`src/rtl/dds_wave_gen_if.sv`:
```
// Configuration channel for dds_wave_gen: one valid/ready transfer carries
// a complete waveform setting (mode, frequency, phase, duty, amplitude, burst).
interface dds_wave_gen_if #(
   parameter int ACC_W   = 32,
   parameter int AMP_W   = 8,
   parameter int BURST_W = 16
);
   logic               cfg_valid;
   logic               cfg_ready;
   logic [1:0]         cfg_mode;
   logic [ACC_W-1:0]   cfg_fword;
   logic [ACC_W-1:0]   cfg_poff;
   logic [ACC_W-1:0]   cfg_duty;
   logic [AMP_W-1:0]   cfg_amp;
   logic [BURST_W-1:0] cfg_burst;

   modport master (
      output cfg_valid, cfg_mode, cfg_fword, cfg_poff, cfg_duty, cfg_amp, cfg_burst,
      input  cfg_ready
   );

   modport slave (
      input  cfg_valid, cfg_mode, cfg_fword, cfg_poff, cfg_duty, cfg_amp, cfg_burst,
      output cfg_ready
   );
endinterface

```
`src/rtl/dds_wave_gen.sv`:
```
// Phase-accumulator waveform source (sine via external ROM, square, triangle,
// sawtooth) with amplitude scaling, burst count and wrap-aligned config updates.
module dds_wave_gen #(
   parameter int ACC_W   = 32,
   parameter int DATA_W  = 8,
   parameter int LUT_AW  = 10,
   parameter int AMP_W   = 8,
   parameter int BURST_W = 16
) (
   input  logic               clk,
   input  logic               rst,
   dds_wave_gen_if.slave      cfg,
   input  logic               run,
   output logic [LUT_AW-1:0]  rom_addr,
   input  logic [DATA_W-1:0]  rom_data,
   output logic [DATA_W-1:0]  data_out,
   output logic               data_valid,
   output logic               cyc_sync,
   output logic               busy
);
   localparam int PROD_W = DATA_W + AMP_W + 1;

   typedef enum logic {IDLE = 1'b0, RUN = 1'b1} state_t;

   typedef struct packed {
      logic [1:0]         mode;
      logic [ACC_W-1:0]   fword;
      logic [ACC_W-1:0]   poff;
      logic [ACC_W-1:0]   duty;
      logic [AMP_W-1:0]   amp;
      logic [BURST_W-1:0] burst;
   } cfg_t;

   state_t             state_r;
   cfg_t               shadow_r, active_r, offer_s;
   logic               pending_r, cfg_ready_r, busy_r, cyc_sync_r, done_r;
   logic [ACC_W-1:0]   acc_r, phase_s;
   logic [BURST_W-1:0] burst_cnt_r;
   logic [ACC_W:0]     sum_s;
   logic               take_s, wrap_s, fword_zero_s, burst_end_s, stop_s, apply_s;

   logic [ACC_W-1:0]   phase_r, duty0_r;
   logic [1:0]         mode0_r, mode1_r;
   logic [AMP_W-1:0]   amp0_r, amp1_r;
   logic [AMP_W:0]     amp_p1_s;
   logic               v1_r, v2_r, data_valid_r;
   logic [LUT_AW-1:0]  rom_addr_r;
   logic [DATA_W-1:0]  w_s, w_r, sample_s, data_out_r;
   logic [PROD_W-1:0]  prod_s;

   // Handshake, wrap detection and the stop/apply decisions for this cycle.
   always_comb begin
      offer_s      = {cfg.cfg_mode, cfg.cfg_fword, cfg.cfg_poff, cfg.cfg_duty,
                      cfg.cfg_amp, cfg.cfg_burst};
      sum_s        = {1'b0, acc_r} + {1'b0, active_r.fword};
      take_s       = cfg.cfg_valid & cfg_ready_r;
      wrap_s       = (state_r == RUN) & sum_s[ACC_W];
      fword_zero_s = (active_r.fword == {ACC_W{1'b0}});
      burst_end_s  = (active_r.burst != {BURST_W{1'b0}}) &&
                     (burst_cnt_r == (active_r.burst - {{(BURST_W-1){1'b0}}, 1'b1}));
      stop_s       = (wrap_s & (~run | burst_end_s)) | (fword_zero_s & ~run);
      apply_s      = pending_r & ((state_r == IDLE) | wrap_s | fword_zero_s);
      phase_s      = acc_r + active_r.poff;
   end

   // Config shadow/active registers and the IDLE/RUN sequencer.
   always_ff @(posedge clk or posedge rst) begin
      if (rst) begin
         state_r     <= IDLE;
         shadow_r    <= '0;
         active_r    <= '0;
         pending_r   <= 1'b0;
         cfg_ready_r <= 1'b1;
         busy_r      <= 1'b0;
         cyc_sync_r  <= 1'b0;
         done_r      <= 1'b0;
         acc_r       <= {ACC_W{1'b0}};
         burst_cnt_r <= {BURST_W{1'b0}};
      end else begin
         if (take_s) begin
            shadow_r    <= offer_s;
            pending_r   <= 1'b1;
            cfg_ready_r <= 1'b0;
         end else if (apply_s) begin
            active_r    <= shadow_r;
            pending_r   <= 1'b0;
            cfg_ready_r <= 1'b1;
         end else begin
            pending_r   <= pending_r;
         end
         cyc_sync_r <= wrap_s;
         case (state_r)
            IDLE: begin
               // A finished burst waits for run to drop or a fresh config.
               if (!run || pending_r) begin
                  done_r <= 1'b0;
               end
               if (run && !pending_r && !done_r) begin
                  state_r     <= RUN;
                  busy_r      <= 1'b1;
                  acc_r       <= {ACC_W{1'b0}};
                  burst_cnt_r <= {BURST_W{1'b0}};
               end
            end
            RUN: begin
               acc_r <= sum_s[ACC_W-1:0];
               if (wrap_s) begin
                  burst_cnt_r <= burst_cnt_r + {{(BURST_W-1){1'b0}}, 1'b1};
               end
               if (stop_s) begin
                  state_r <= IDLE;
                  busy_r  <= 1'b0;
                  done_r  <= wrap_s & burst_end_s;
               end
            end
            default: begin
               state_r <= IDLE;
               busy_r  <= 1'b0;
            end
         endcase
      end
   end

   // Waveform computed from the registered phase, using the duty carried with it.
   always_comb begin
      case (mode0_r)
         2'd1:    w_s = (phase_r < duty0_r) ? {DATA_W{1'b0}} : {DATA_W{1'b1}};
         2'd2:    w_s = phase_r[ACC_W-1] ? ~phase_r[ACC_W-2 -: DATA_W]
                                         :  phase_r[ACC_W-2 -: DATA_W];
         default: w_s = phase_r[ACC_W-1 -: DATA_W];
      endcase
   end

   // Sample select and full-width amplitude product.
   always_comb begin
      if (mode1_r == 2'd0) begin
         sample_s = rom_data;
      end else begin
         sample_s = w_r;
      end
      amp_p1_s = {1'b0, amp1_r} + {{AMP_W{1'b0}}, 1'b1};
      prod_s   = {{(AMP_W+1){1'b0}}, sample_s} * {{DATA_W{1'b0}}, amp_p1_s};
   end

   // Three-stage sample pipeline; rom_addr leaves with the phase so ROM data
   // lines up with the registered waveform one clock later.
   always_ff @(posedge clk or posedge rst) begin
      if (rst) begin
         phase_r      <= {ACC_W{1'b0}};
         duty0_r      <= {ACC_W{1'b0}};
         mode0_r      <= 2'd0;
         amp0_r       <= {AMP_W{1'b0}};
         v1_r         <= 1'b0;
         rom_addr_r   <= {LUT_AW{1'b0}};
         w_r          <= {DATA_W{1'b0}};
         mode1_r      <= 2'd0;
         amp1_r       <= {AMP_W{1'b0}};
         v2_r         <= 1'b0;
         data_out_r   <= {DATA_W{1'b0}};
         data_valid_r <= 1'b0;
      end else begin
         phase_r      <= phase_s;
         duty0_r      <= active_r.duty;
         mode0_r      <= active_r.mode;
         amp0_r       <= active_r.amp;
         v1_r         <= busy_r;
         rom_addr_r   <= phase_s[ACC_W-1 -: LUT_AW];
         w_r          <= w_s;
         mode1_r      <= mode0_r;
         amp1_r       <= amp0_r;
         v2_r         <= v1_r;
         data_out_r   <= v2_r ? prod_s[AMP_W +: DATA_W] : {DATA_W{1'b0}};
         data_valid_r <= v2_r;
      end
   end

   assign cfg.cfg_ready = cfg_ready_r;
   assign rom_addr      = rom_addr_r;
   assign data_out      = data_out_r;
   assign data_valid    = data_valid_r;
   assign cyc_sync      = cyc_sync_r;
   assign busy          = busy_r;
endmodule

```
`src/flat_wrapper.sv`:
```
// flat-port wrapper written by rule: the top's interface ports become plain ports
module dds_wave_gen_flat 
#(
   parameter int ACC_W   = 32,
   parameter int DATA_W  = 8,
   parameter int LUT_AW  = 10,
   parameter int AMP_W   = 8,
   parameter int BURST_W = 16
)
  (clk, rst, run, rom_addr, rom_data, data_out, data_valid, cyc_sync, busy, cfg_cfg_valid, cfg_cfg_mode, cfg_cfg_fword, cfg_cfg_poff, cfg_cfg_duty, cfg_cfg_amp, cfg_cfg_burst, cfg_cfg_ready);
  dds_wave_gen_if #(.ACC_W(ACC_W), .AMP_W(AMP_W), .BURST_W(BURST_W)) cfg_i ();
  input  logic clk;
  input  logic rst;
  input  logic run;
  output logic [LUT_AW-1:0] rom_addr;
  input  logic [DATA_W-1:0] rom_data;
  output logic [DATA_W-1:0] data_out;
  output logic data_valid;
  output logic cyc_sync;
  output logic busy;
  input wire logic [$bits(cfg_i.cfg_valid)-1:0] cfg_cfg_valid;
  input wire logic [$bits(cfg_i.cfg_mode)-1:0] cfg_cfg_mode;
  input wire logic [$bits(cfg_i.cfg_fword)-1:0] cfg_cfg_fword;
  input wire logic [$bits(cfg_i.cfg_poff)-1:0] cfg_cfg_poff;
  input wire logic [$bits(cfg_i.cfg_duty)-1:0] cfg_cfg_duty;
  input wire logic [$bits(cfg_i.cfg_amp)-1:0] cfg_cfg_amp;
  input wire logic [$bits(cfg_i.cfg_burst)-1:0] cfg_cfg_burst;
  output wire logic [$bits(cfg_i.cfg_ready)-1:0] cfg_cfg_ready;
  assign cfg_i.cfg_valid = cfg_cfg_valid;
  assign cfg_i.cfg_mode = cfg_cfg_mode;
  assign cfg_i.cfg_fword = cfg_cfg_fword;
  assign cfg_i.cfg_poff = cfg_cfg_poff;
  assign cfg_i.cfg_duty = cfg_cfg_duty;
  assign cfg_i.cfg_amp = cfg_cfg_amp;
  assign cfg_i.cfg_burst = cfg_cfg_burst;
  assign cfg_cfg_ready = cfg_i.cfg_ready;
  dds_wave_gen #(.ACC_W(ACC_W), .DATA_W(DATA_W), .LUT_AW(LUT_AW), .AMP_W(AMP_W), .BURST_W(BURST_W)) u_core (.clk(clk), .rst(rst), .cfg(cfg_i), .run(run), .rom_addr(rom_addr), .rom_data(rom_data), .data_out(data_out), .data_valid(data_valid), .cyc_sync(cyc_sync), .busy(busy));
endmodule
```
`config.mk`:
```
export PLATFORM = sky130hd
export DESIGN_NAME = dds_wave_gen_flat
export DESIGN_NICKNAME = d
export VERILOG_FILES = /design/src/rtl/dds_wave_gen_if.sv /design/src/rtl/dds_wave_gen.sv /design/src/flat_wrapper.sv
export SDC_FILE = /design/constraint.sdc
export NUM_CORES = 1
export LEC_CHECK = 0
export ABC_CLOCK_PERIOD_IN_PS = 19000
export CAP_MARGIN = 40
export CORE_ASPECT_RATIO = 0.6
export CORE_MARGIN = 10
export CORE_UTILIZATION = 39
export CTS_CLUSTER_DIAMETER = 200
export DETAILED_ROUTE_END_ITERATION = 8
export GPL_TIMING_DRIVEN = 0
export HOLD_SLACK_MARGIN = 0.12
export PLACE_DENSITY = 0.63
export SLEW_MARGIN = 15
export SYNTH_ARGS = -nofsm -noshare
export SYNTH_HDL_FRONTEND = slang
export SYNTH_SLANG_ARGS = --single-unit
```
`constraint.sdc`:
```
create_clock -name clk -period 19 [get_ports clk]
set_input_delay 3.8 -clock clk [delete_from_list [all_inputs] [get_ports clk]]
set_output_delay 3.8 -clock clk [all_outputs]
set_load 0.03 [all_outputs]
```
==> results_dict.tcl <==
set metrics [dict create \
    worst-endpoint-required_ps 19430 \
    synthArstFlopShare_pct 100 \
    hold_class "reg2reg" \
    cts_hold_buffers 0 \
    h-tree-depth 2 \
    netlist_area_mm2 0.0209 \
    post_drt_wl_per_cell_um 18.6 \
    outcome "finished clean" \
    dp_slack_ps 9510 \
    yosysWarnings 0 \
    finalCritPeriodShare_pct 47.2 \
    path_clk_slew_ps 60 \
    p_leak_nw 11.5 \
    ant_nets 0 \
    tns_ps 0 \
    cts_sinks 401 \
    antenna_found_initial 4 \
    cp-start-kind "input pin" \
    clock_latency_ps 540 \
    firstDrtPassIters 7 \
    dpl_cell_area_mm2 0.0235 \
    drt_wl_total_mm 49.2 \
    io_pins 156 \
    final_common_cell "dfrtp_1" \
    final_cell_area_mm2 0.0249 \
    dieHeight_um 200 \
    grt_pass1_wl_mm 78.6 \
    nFillCells 4743 \
    crit_start "rom_data[5]" \
    die_w_um 319 \
    critPathKind "in2reg" \
    cts_buffers 41 \
    syn_inst 1714 \
    grt_max_degree 112 \
    setup_violations 0 \
    die-area_mm2 0.0637 \
    fin_worst_skew_ps 12.7 \
    start_util_pct 39.6 \
    synth_ff_type "dfrtp_1" \
    numPortBuffers 155 \
    postSynthRegisterBits 401 \
    final_cell_mix "dfrtp_1, mux2_2, clkdlybuf4s50_1" \
    end_kind "register" \
    fmax_mhz 111 \
    drive_gt1_share_pct 19.4 \
    vias 13373 \
    ys_seq_area_share_pct 47.9 \
    drt-vias-per-instance 5.04 \
    ys_types 75 \
    slew_headroom_pct 37.7 \
    fin_crit_ps 8970 \
    worstReg2RegStart "u_core.mode1_r[1]$_DFF_PP0_" \
    post-cts-setup-buffer-count 0 \
    crit_path_max_fanout 9 \
    grt_pass1_vias 13944 \
    cts_resized 0 \
    fin_ws_ps 10030 \
    hold_viol_final 0 \
    power_density_mw_per_mm2 211 \
    rsz0062_at_grt "false" \
    peakVddDrop_mv 0.181 \
    drc 0 \
    track_usage_pct 15.3 \
    drv_cap 0 \
    synth-edff-count 0 \
    drtIter0Drc 874 \
    grt_overflow 0 \
    num_rows 65 \
    syn_nets 2021 \
    core_area_mm2 0.0529 \
    dp.final_hpwl_mm 37.8 \
    nNetsFinal 2225 \
    worst_pin_slew_ps 932 \
    arrival_ps 9400 \
    area_delta_synth_final_pct 18.9 \
    hold_start "u_core.v1_r$_DFF_PP0_" \
    cts_tree "built" \
    cts-root-buf "clkbuf_16" \
    avgSynthCellArea_um2 12.2 \
    clock_path_buffers 3 \
    drv_slew 0 \
    gp_congestion 0.885 \
]
==> routing by layer <==
metal	routed length (µm)	track usage, %	vias up
met2	20600	22.7	292
met1	25300	23.0	6557
met4	802	3.47	2
met5	8	0	-
li1	-	-	6466
met3	2520	2.68	56
==> path summary, 6_finish.rpt <==
path	end	slack, ps	cells after the start
hold / removal	u_core.v2_r$_DFF_PP0_	350	0
setup / recovery	u_core.data_out[7]$_DFF_PP0_	10030	18
hold reg to reg	u_core.v2_r$_DFF_PP0_	350	0
max in group asynchronous	u_core.cfg.cfg_ready$_DFFE_PP1P_	13790	4
min in group asynchronous	u_core.duty0_r[16]$_DFF_PP0_	3810	2
setup reg to reg	u_core.data_out[7]$_DFF_PP0_	12690	18
==> registers in the layout, indices dropped and copies added, names as in the netlist, 2 cells and up <==
name	flops
u_core.acc_r	32
u_core.active_r	122
u_core.amp0_r	8
u_core.amp1_r	8
u_core.burst_cnt_r	16
u_core.data_out	8
u_core.duty0_r	32
u_core.mode0_r	2
u_core.mode1_r	2
u_core.phase_r	32
u_core.shadow_r	122
u_core.w_r	8
==> power breakdown <==
group / leakage (nW) / total (mW) / internal (mW) / switching (mW)
Combinational: 5.92 / 2.83 / 1.37 / 1.47
Sequential: 4.91 / 1.59 / 1.28 / 0.304
Clock: 0.674 / 0.835 / 0.498 / 0.337
==> kinds of logic (layout without fill, tap and decap cells) <==
logic type	Yosys count	after routing	share of synthesized area [%]
AO/OA/AOI/OAI	271	271	8.91
other	0	2	0
flip-flops	401	401	47.9
buffers and inverters	162	396	3.64
multiplexers	262	262	15.4
adder cells (fa/ha/maj)	173	173	11.8
XOR/XNOR	96	96	4.01
AND/OR/NAND/NOR	349	349	8.25
==> worst max-delay path: stages <==
cell and delay (ps):
clkdlybuf4s50_1 430, mux2i_1 660, or2_2 240, fa_1 440, fa_1 540, inv_1 60, fa_1 510, fa_1 550
ha_1 340, nand3_1 90, a211oi_1 50, a221oi_1 520, nand2b_1 210, a21oi_1 190, a211o_1 340, a21oi_1 180
xnor2_1 80, and2_1 150
==> Yosys cell counts, types with 6 or more instances <==
library cell	n	area (µm²)
nand2_1	71	267
mux2i_1	15	150
a211oi_1	12	90.1
mux2_4	80	1200
fa_1	42	841
and2_1	8	50.1
o21ai_0	43	215
xor2_1	41	359
o211ai_1	9	67.6
a22o_1	24	210
or2_2	17	106
nand3_1	36	180
a21o_1	40	300
xnor2_1	55	482
buf_1	6	22.5
dfrtp_1	400	10000
buf_8	9	135
nor4_1	12	75.1
or3_1	7	43.8
a21oi_1	64	320
o21a_1	10	75.1
nand2b_1	18	113
clkbuf_1	27	101
o21bai_1	10	75.1
a22oi_1	7	52.6
buf_2	7	35.0
mux2_2	167	1880
nor2_1	101	379
ha_1	131	1640
and3_1	13	81.3
buf_4	10	75.1
nor2b_1	11	68.8
a31oi_1	12	75.1
inv_1	102	383
nand4_1	15	93.8
nor3_1	21	105
==> cell type report <==
| cell class | instances | area [µm²] | area share [%] |
|---|---|---|---|
| multi-input combinational | 1151 | 10100 | 40.8 |
| sequential | 401 | 10000 | 40.3 |
| inverter | 102 | 390 | 1.57 |
| tap | 703 | 880 | 3.53 |
| timing repair buffer | 161 | 1660 | 6.67 |
| buffer | 60 | 380 | 1.53 |
| clock buffer | 55 | 1160 | 4.65 |
| antenna | 2 | 5.00 | 0.0201 |
| clock inverter | 18 | 239 | 0.960 |
==> metrics by stage <==
| step | hold WS (ps) | utilization (%) | instances | total power [mW] |
|---|---|---|---|---|
| after floorplan | 331 | - | 1714 | 3.67 |
| after global placement | 336 | 44.2 | 2572 | 4.32 |
| after detailed placement | 336 | 44.4 | 2576 | 4.42 |
| after CTS | 349 | 47.1 | 2649 | 5.28 |
| after global routing | 350 | 47.1 | 2652 | 5.73 |
| final | 348 | 47.1 | 2653 | 5.26 |
Power figures use the tool's default switching activity.
